--- src/rtl/z80_bus_ctrl.sv ---
// Z80 bus controller: SRAM strobes with optional wait states, I/O port block.
// Wait-state register and WAIT state exist only with BUS_CTRL_WAIT_STATES_EN.
module z80_bus_ctrl #(
  parameter logic [2:0] WS_RESET = 3'd0,
  parameter logic [7:0] IO_BASE  = 8'h10
) (
  input  logic        clk,
  input  logic        reset_n,
  input  logic [15:0] cpu_a,
  input  logic [7:0]  cpu_do,
  output logic [7:0]  cpu_di,
  input  logic        cpu_mreq_n,
  input  logic        cpu_iorq_n,
  input  logic        cpu_rd_n,
  input  logic        cpu_wr_n,
  input  logic        cpu_m1_n,
  input  logic        cpu_rfsh_n,
  output logic        cpu_wait_n,
  output logic [15:0] mem_addr,
  output logic [7:0]  mem_wdata,
  input  logic [7:0]  mem_rdata,
  output logic        mem_re,
  output logic        mem_we,
  output logic [31:0] io_out,
  input  logic [7:0]  io_in
);

`ifdef BUS_CTRL_WAIT_STATES_EN
  typedef enum logic [1:0] {
    S_IDLE, S_ACCESS, S_WAIT, S_HOLD
  } state_t;
`else
  typedef enum logic [1:0] {
    S_IDLE, S_ACCESS, S_HOLD
  } state_t;
`endif

  state_t r_state, w_next;

  logic        r_armed;
  logic        r_mem_re, r_mem_we;
  logic [15:0] r_mem_addr;
  logic [7:0]  r_mem_wdata;
  logic        r_pend;
  logic [7:0]  r_mem_rd;
  logic [7:0]  r_io_rd;
  logic [31:0] r_io_out;

  logic w_mem_rd, w_mem_wr, w_mem;
  logic w_io, w_iord, w_iowr, w_inta;
  logic w_start, w_go_mem, w_go_io;
  logic [7:0] w_off;
  logic [7:0] w_io_rdval;
  logic [7:0] w_ws_rd;

  // memory wins when mreq_n and iorq_n collide
  assign w_mem_rd = !cpu_mreq_n && !cpu_rd_n && cpu_rfsh_n;
  assign w_mem_wr = !cpu_mreq_n && !cpu_wr_n;
  assign w_mem    = w_mem_rd || w_mem_wr;
  assign w_io     = cpu_mreq_n && !cpu_iorq_n && cpu_m1_n;
  assign w_iord   = w_io && !cpu_rd_n;
  assign w_iowr   = w_io && cpu_rd_n && !cpu_wr_n;
  assign w_inta   = cpu_mreq_n && !cpu_iorq_n && !cpu_m1_n;

  assign w_start  = (r_state == S_IDLE) && r_armed;
  assign w_go_mem = w_start && w_mem;
  assign w_go_io  = w_start && (w_iord || w_iowr);
  assign w_off    = cpu_a[7:0] - IO_BASE;

`ifdef BUS_CTRL_WAIT_STATES_EN
  logic [2:0] r_ws;
  logic [2:0] r_cnt;
  assign w_ws_rd    = {5'b0, r_ws};
  assign cpu_wait_n = (r_state != S_WAIT);
`else
  // fixed zero wait; the register location reads as all ones
  assign w_ws_rd    = 8'hFF | {5'b0, WS_RESET};
  assign cpu_wait_n = 1'b1;
`endif

  always_comb begin
    w_next = r_state;
    unique case (r_state)
      S_IDLE: begin
        if (w_start) begin
          if (w_mem)
            w_next = S_ACCESS;
          else if (w_iord || w_iowr || w_inta)
            w_next = S_HOLD;
        end
      end
`ifdef BUS_CTRL_WAIT_STATES_EN
      S_ACCESS:
        w_next = (r_cnt != 3'd0) ? S_WAIT : S_HOLD;
      S_WAIT:
        if (r_cnt == 3'd1) w_next = S_HOLD;
`else
      S_ACCESS:
        w_next = S_HOLD;
`endif
      S_HOLD:
        if (cpu_mreq_n && cpu_iorq_n) w_next = S_IDLE;
      default:
        w_next = S_IDLE;
    endcase
  end

  always_comb begin
    w_io_rdval = 8'hFF;
    case (w_off)
      8'd0, 8'd1, 8'd2, 8'd3:
        w_io_rdval = r_io_out[{w_off[1:0], 3'b000} +: 8];
      8'd4:    w_io_rdval = io_in;
      8'd15:   w_io_rdval = w_ws_rd;
      default: w_io_rdval = 8'hFF;
    endcase
  end

  always_ff @(posedge clk or negedge reset_n) begin
    if (!reset_n) begin
      r_state     <= S_IDLE;
      r_armed     <= 1'b0;
      r_mem_re    <= 1'b0;
      r_mem_we    <= 1'b0;
      r_mem_addr  <= 16'h0000;
      r_mem_wdata <= 8'h00;
      r_pend      <= 1'b0;
      r_mem_rd    <= 8'h00;
      r_io_rd     <= 8'h00;
      r_io_out    <= 32'h0;
    end else begin
      r_state  <= w_next;
      // a strobe held through reset must drop before it counts
      if (cpu_mreq_n && cpu_iorq_n) r_armed <= 1'b1;
      r_mem_re <= w_go_mem && w_mem_rd;
      r_mem_we <= w_go_mem && w_mem_wr && !w_mem_rd;
      if (w_go_mem) r_mem_addr <= cpu_a;
      if (w_go_mem && w_mem_wr && !w_mem_rd)
        r_mem_wdata <= cpu_do;
      r_pend <= r_mem_re;
      if (r_pend) r_mem_rd <= mem_rdata;
      if (w_go_io && w_iord) r_io_rd <= w_io_rdval;
      if (w_go_io && w_iowr && (w_off < 8'd4))
        r_io_out[{w_off[1:0], 3'b000} +: 8] <= cpu_do;
    end
  end

`ifdef BUS_CTRL_WAIT_STATES_EN
  // count is sampled at access start so ws writes never disturb it
  always_ff @(posedge clk or negedge reset_n) begin
    if (!reset_n) begin
      r_ws  <= WS_RESET;
      r_cnt <= 3'd0;
    end else begin
      if (w_go_io && w_iowr && (w_off == 8'd15))
        r_ws <= cpu_do[2:0];
      if (w_go_mem)
        r_cnt <= r_ws;
      else if (r_state == S_WAIT)
        r_cnt <= r_cnt - 3'd1;
    end
  end
`endif

  assign mem_re    = r_mem_re;
  assign mem_we    = r_mem_we;
  assign mem_addr  = r_mem_addr;
  assign mem_wdata = r_mem_wdata;
  assign io_out    = r_io_out;
  assign cpu_di    = !cpu_iorq_n
                   ? (!cpu_m1_n ? 8'hFF : r_io_rd)
                   : r_mem_rd;

endmodule

--- config.mk ---
export PLATFORM = sky130hd
export DESIGN_NAME = z80_bus_ctrl
export DESIGN_NICKNAME = d
export VERILOG_FILES = /design/src/rtl/z80_bus_ctrl.sv
export SDC_FILE = /design/constraint.sdc
export NUM_CORES = 1
export LEC_CHECK = 0
export CORE_MARGIN = 5
export CORE_UTILIZATION = 47
export DETAILED_ROUTE_END_ITERATION = 10
export PLACE_DENSITY = 0.79
export SKIP_CTS_REPAIR_TIMING = 1
export SYNTH_ARGS = -nofsm -noshare
export SYNTH_HDL_FRONTEND = slang
export SYNTH_SLANG_ARGS = --single-unit
--- constraint.sdc ---
create_clock -name clk -period 2.2 [get_ports clk]
set_input_delay 0.44 -clock clk [delete_from_list [all_inputs] [get_ports clk]]
set_output_delay 0.44 -clock clk [all_outputs]
set_load 0.005 [all_outputs]
==> qor.csv <==
metric,value,unit
status,"complete, no violations",
DR pass1 iterations,4,
"wirelength, routed",9790,µm
"Distinct cells, synth",39,
Synth area leader,dfrtp_1,
worst flop-to-flop path endpoint,mem_wdata[0],
Die X,99.0,µm
Initial Utilization,48.2,%
dpl hpwl,7240,µm
Worst Reg-to-Reg Cells,5,
grt ovf,0,
synth warn,0,
Root Buffer,clkbuf_8,
"Slew Viols, Final",0,
final setup TNS,0,ps
total core area,7730,µm²
most area-consuming cells after synthesis,"dfrtp_1, mux2i_1, mux2_2",
prevailing post-synth register cell,dfrtp_1,
Syn Nets,373,
Max-Cap Viols,0,
# setup viols final,0,
Clock Sink Count,78,
Post-Synthesis Cell Area,3720,µm²
CP peak stage delay,620,ps
first-pass GRT wire length,15600,µm
Rel. slew slack,58.5,%
Via-to-Cell Ratio,5.09,
top-area cell type share of the netlist area,52.4,%
reg-to-reg critical path startpoint,r_state[0],
"FF+latch count, synth",78,
CP endpoint kind,register,
# nets final,516,
Worst-Skew Late Latency,340,ps
Crit. Startpoint,cpu_a[0],
final non-filler cell total,570,
measured slew at the worst slew-check pin,623,ps
die footprint,9810,µm²
Worst Path Max Fanout,9,
largest net degree at the start of global routing,50,
Clk pwr share,30.8,%
Clock Tree Buf Depth,2,
cell count after synthesis,321,
vias in the first global route,3108,
share of power burned in combinational logic,26.5,%
Critical Path RT,2460,ps
critical path data arrival time,2350,ps
Placer Congestion,0.838,
Placed Cells,554,
Syn-to-layout area delta,47.2,%
Sequential Power Share,42.7,%
routed len/inst,17.2,µm
LEAKAGE,0.00271,µW
DR DRC count,0,
worst hold slack,111,ps
DR iter-0 viols,126,
fin crit share,95.0,%
fmax,479,MHz
fraction of layout cells with a size suffix above 1,20.1,%
Post-synth EDFFs,0,
r2r setup slk,280,ps
H-tree level count,3,
total track usage,20.4,%
Post-synth ARST share,100,%
Slowest cell on crit path,or4_4,
cell chain of the critical path,"clkdlybuf4s50_1, buf_4, ha_1, or4_4, a21o_4, a31oi_1",
Synth Area per Inst,11.6,µm²
Rows,32,
Psw,1110,µW
height of the die,99.0,µm
# fillers,562,
CP Launch Type,primary input,
initial antenna violation count,0,
CTS Buf Count,9,
Pwr Total,4510,µW
ANT cells,0,
sw frac,24.7,%
Setup crit end,r_io_rd[4],
power per cell area,822,nW/µm²
shortest period the worst path allows,2090,ps
Power Internal,3390,µW
DR vias,2902,
"Worst Path Class, Setup",in -> reg,
Final ANT Viol Nets,0,
clock skew,7.59,ps
CP top delay family,simple AND/OR/NAND/NOR gates,
class of the worst hold path,in -> async,
WP buf/inv,2,
register area share after synthesis,52.4,%
IO Pins,115,
Critical Path Stages,6,
RSZ-0062 raised after global routing,false,
Max VDD drop,421,µV
TritonCTS clock tree,done,
Buffers on Ports,113,
"Reg clk slew, reported paths",80,ps
final hold vios,0,
cell usage after synthesis (all sizes together) (2+ instances only):
| cell type | count |
|---|---|
| a21o | 2 |
| a21oi | 10 |
| a31oi | 9 |
| a32oi | 8 |
| buf | 8 |
| clkbuf | 6 |
| dfrtp | 78 |
| ha | 4 |
| inv | 42 |
| mux2 | 24 |
| mux2i | 32 |
| mux4 | 8 |
| nand2 | 41 |
| nand2b | 3 |
| nand4 | 4 |
| nor2 | 18 |
| nor3 | 2 |
| nor3b | 4 |
| o21ai | 8 |
cells by family after synthesis:
kind of cell,count (synthesis),share of synthesized area [%]
muxes,64,20.8
buffers and inverters,56,6.52
and+or+nand+nor,80,11.9
other,1,0.101
DFF,78,52.4
AOI/OAI and AO/OA,38,6.92
adders and majority gates,4,1.34
worst min path at each step:
stage,startpoint,end,slack (ps)
2_1_floorplan,reset_n,io_out[0],140
3_3_place_gp,mem_re,r_pend,370
3_5_place_dp,mem_re,r_pend,380
4_1_cts,reset_n,io_out[22],120
5_1_grt,reset_n,mem_wdata[4],140
6_report,reset_n,r_mem_rd[4],110
layer usage:
metal / GRT usage (%) / wire length (µm)
met5: 0 / 0
met4: 6.72 / 161
met3: 4.53 / 593
met2: 35.1 / 4860
met1: 25.3 / 4170
layout make-up:
type | count | area, µm² | area share, %
clock buffers | 9 | 124 | 2.26
clock inverters | 6 | 134 | 2.44
inverters | 42 | 158 | 2.88
multi-input cells | 187 | 1540 | 28.1
flip-flops and latches | 78 | 1950 | 35.6
well taps | 102 | 128 | 2.33
repair buffers | 146 | 1450 | 26.4
metrics by stage:
| stage | area [µm²] | util [%] | setup WS [ps] |
|---|---|---|---|
| 6_report | 5480 | 71.0 | 111 |
| 5_1_grt | 5480 | 71.0 | 59.1 |
| 4_1_cts | 5440 | 70.5 | -189 |
| 3_5_place_dp | 5190 | 67.1 | -337 |
| 3_3_place_gp | 5190 | 67.1 | -257 |
| 2_1_floorplan | 3730 | - | 81.3 |
cell usage in the layout (no fill, tap or decap), types with 18 or more instances in the layout:
master,count
nand2_1,41
buf_4,30
mux2_2,24
nor2_1,18
inv_1,42
mux2i_1,32
dfrtp_1,78
clkdlybuf4s50_1,104
registers in the layout, indices dropped and copies added, names as in the netlist:
register and flops:
mem_re 1, io_out 32, r_io_rd 8, r_pend 1
mem_we 1, r_armed 1, r_mem_rd 8, mem_wdata 8
r_state 2, mem_addr 16
worst register-to-register path: cells and delay by family, from the launching register on:
family        cells  cell delay, ps
flops             1             400
buf+inv           1             270
simple gates      3             790
mux               1             350
power by group through the flow:
| stage | Sequential (µW) | Combinational [µW] | Clock, µW |
|---|---|---|---|
| 2_1_floorplan | 1940 | 440 | 0 |
| 3_3_place_gp | 1930 | 1180 | 0 |
| 3_5_place_dp | 1950 | 1210 | 0 |
| 4_1_cts | 1920 | 1220 | 1410 |
| 5_1_grt | 1970 | 1300 | 1480 |
| 6_report | 1920 | 1190 | 1390 |
No activity file was read; power rests on OpenSTA's default activity.
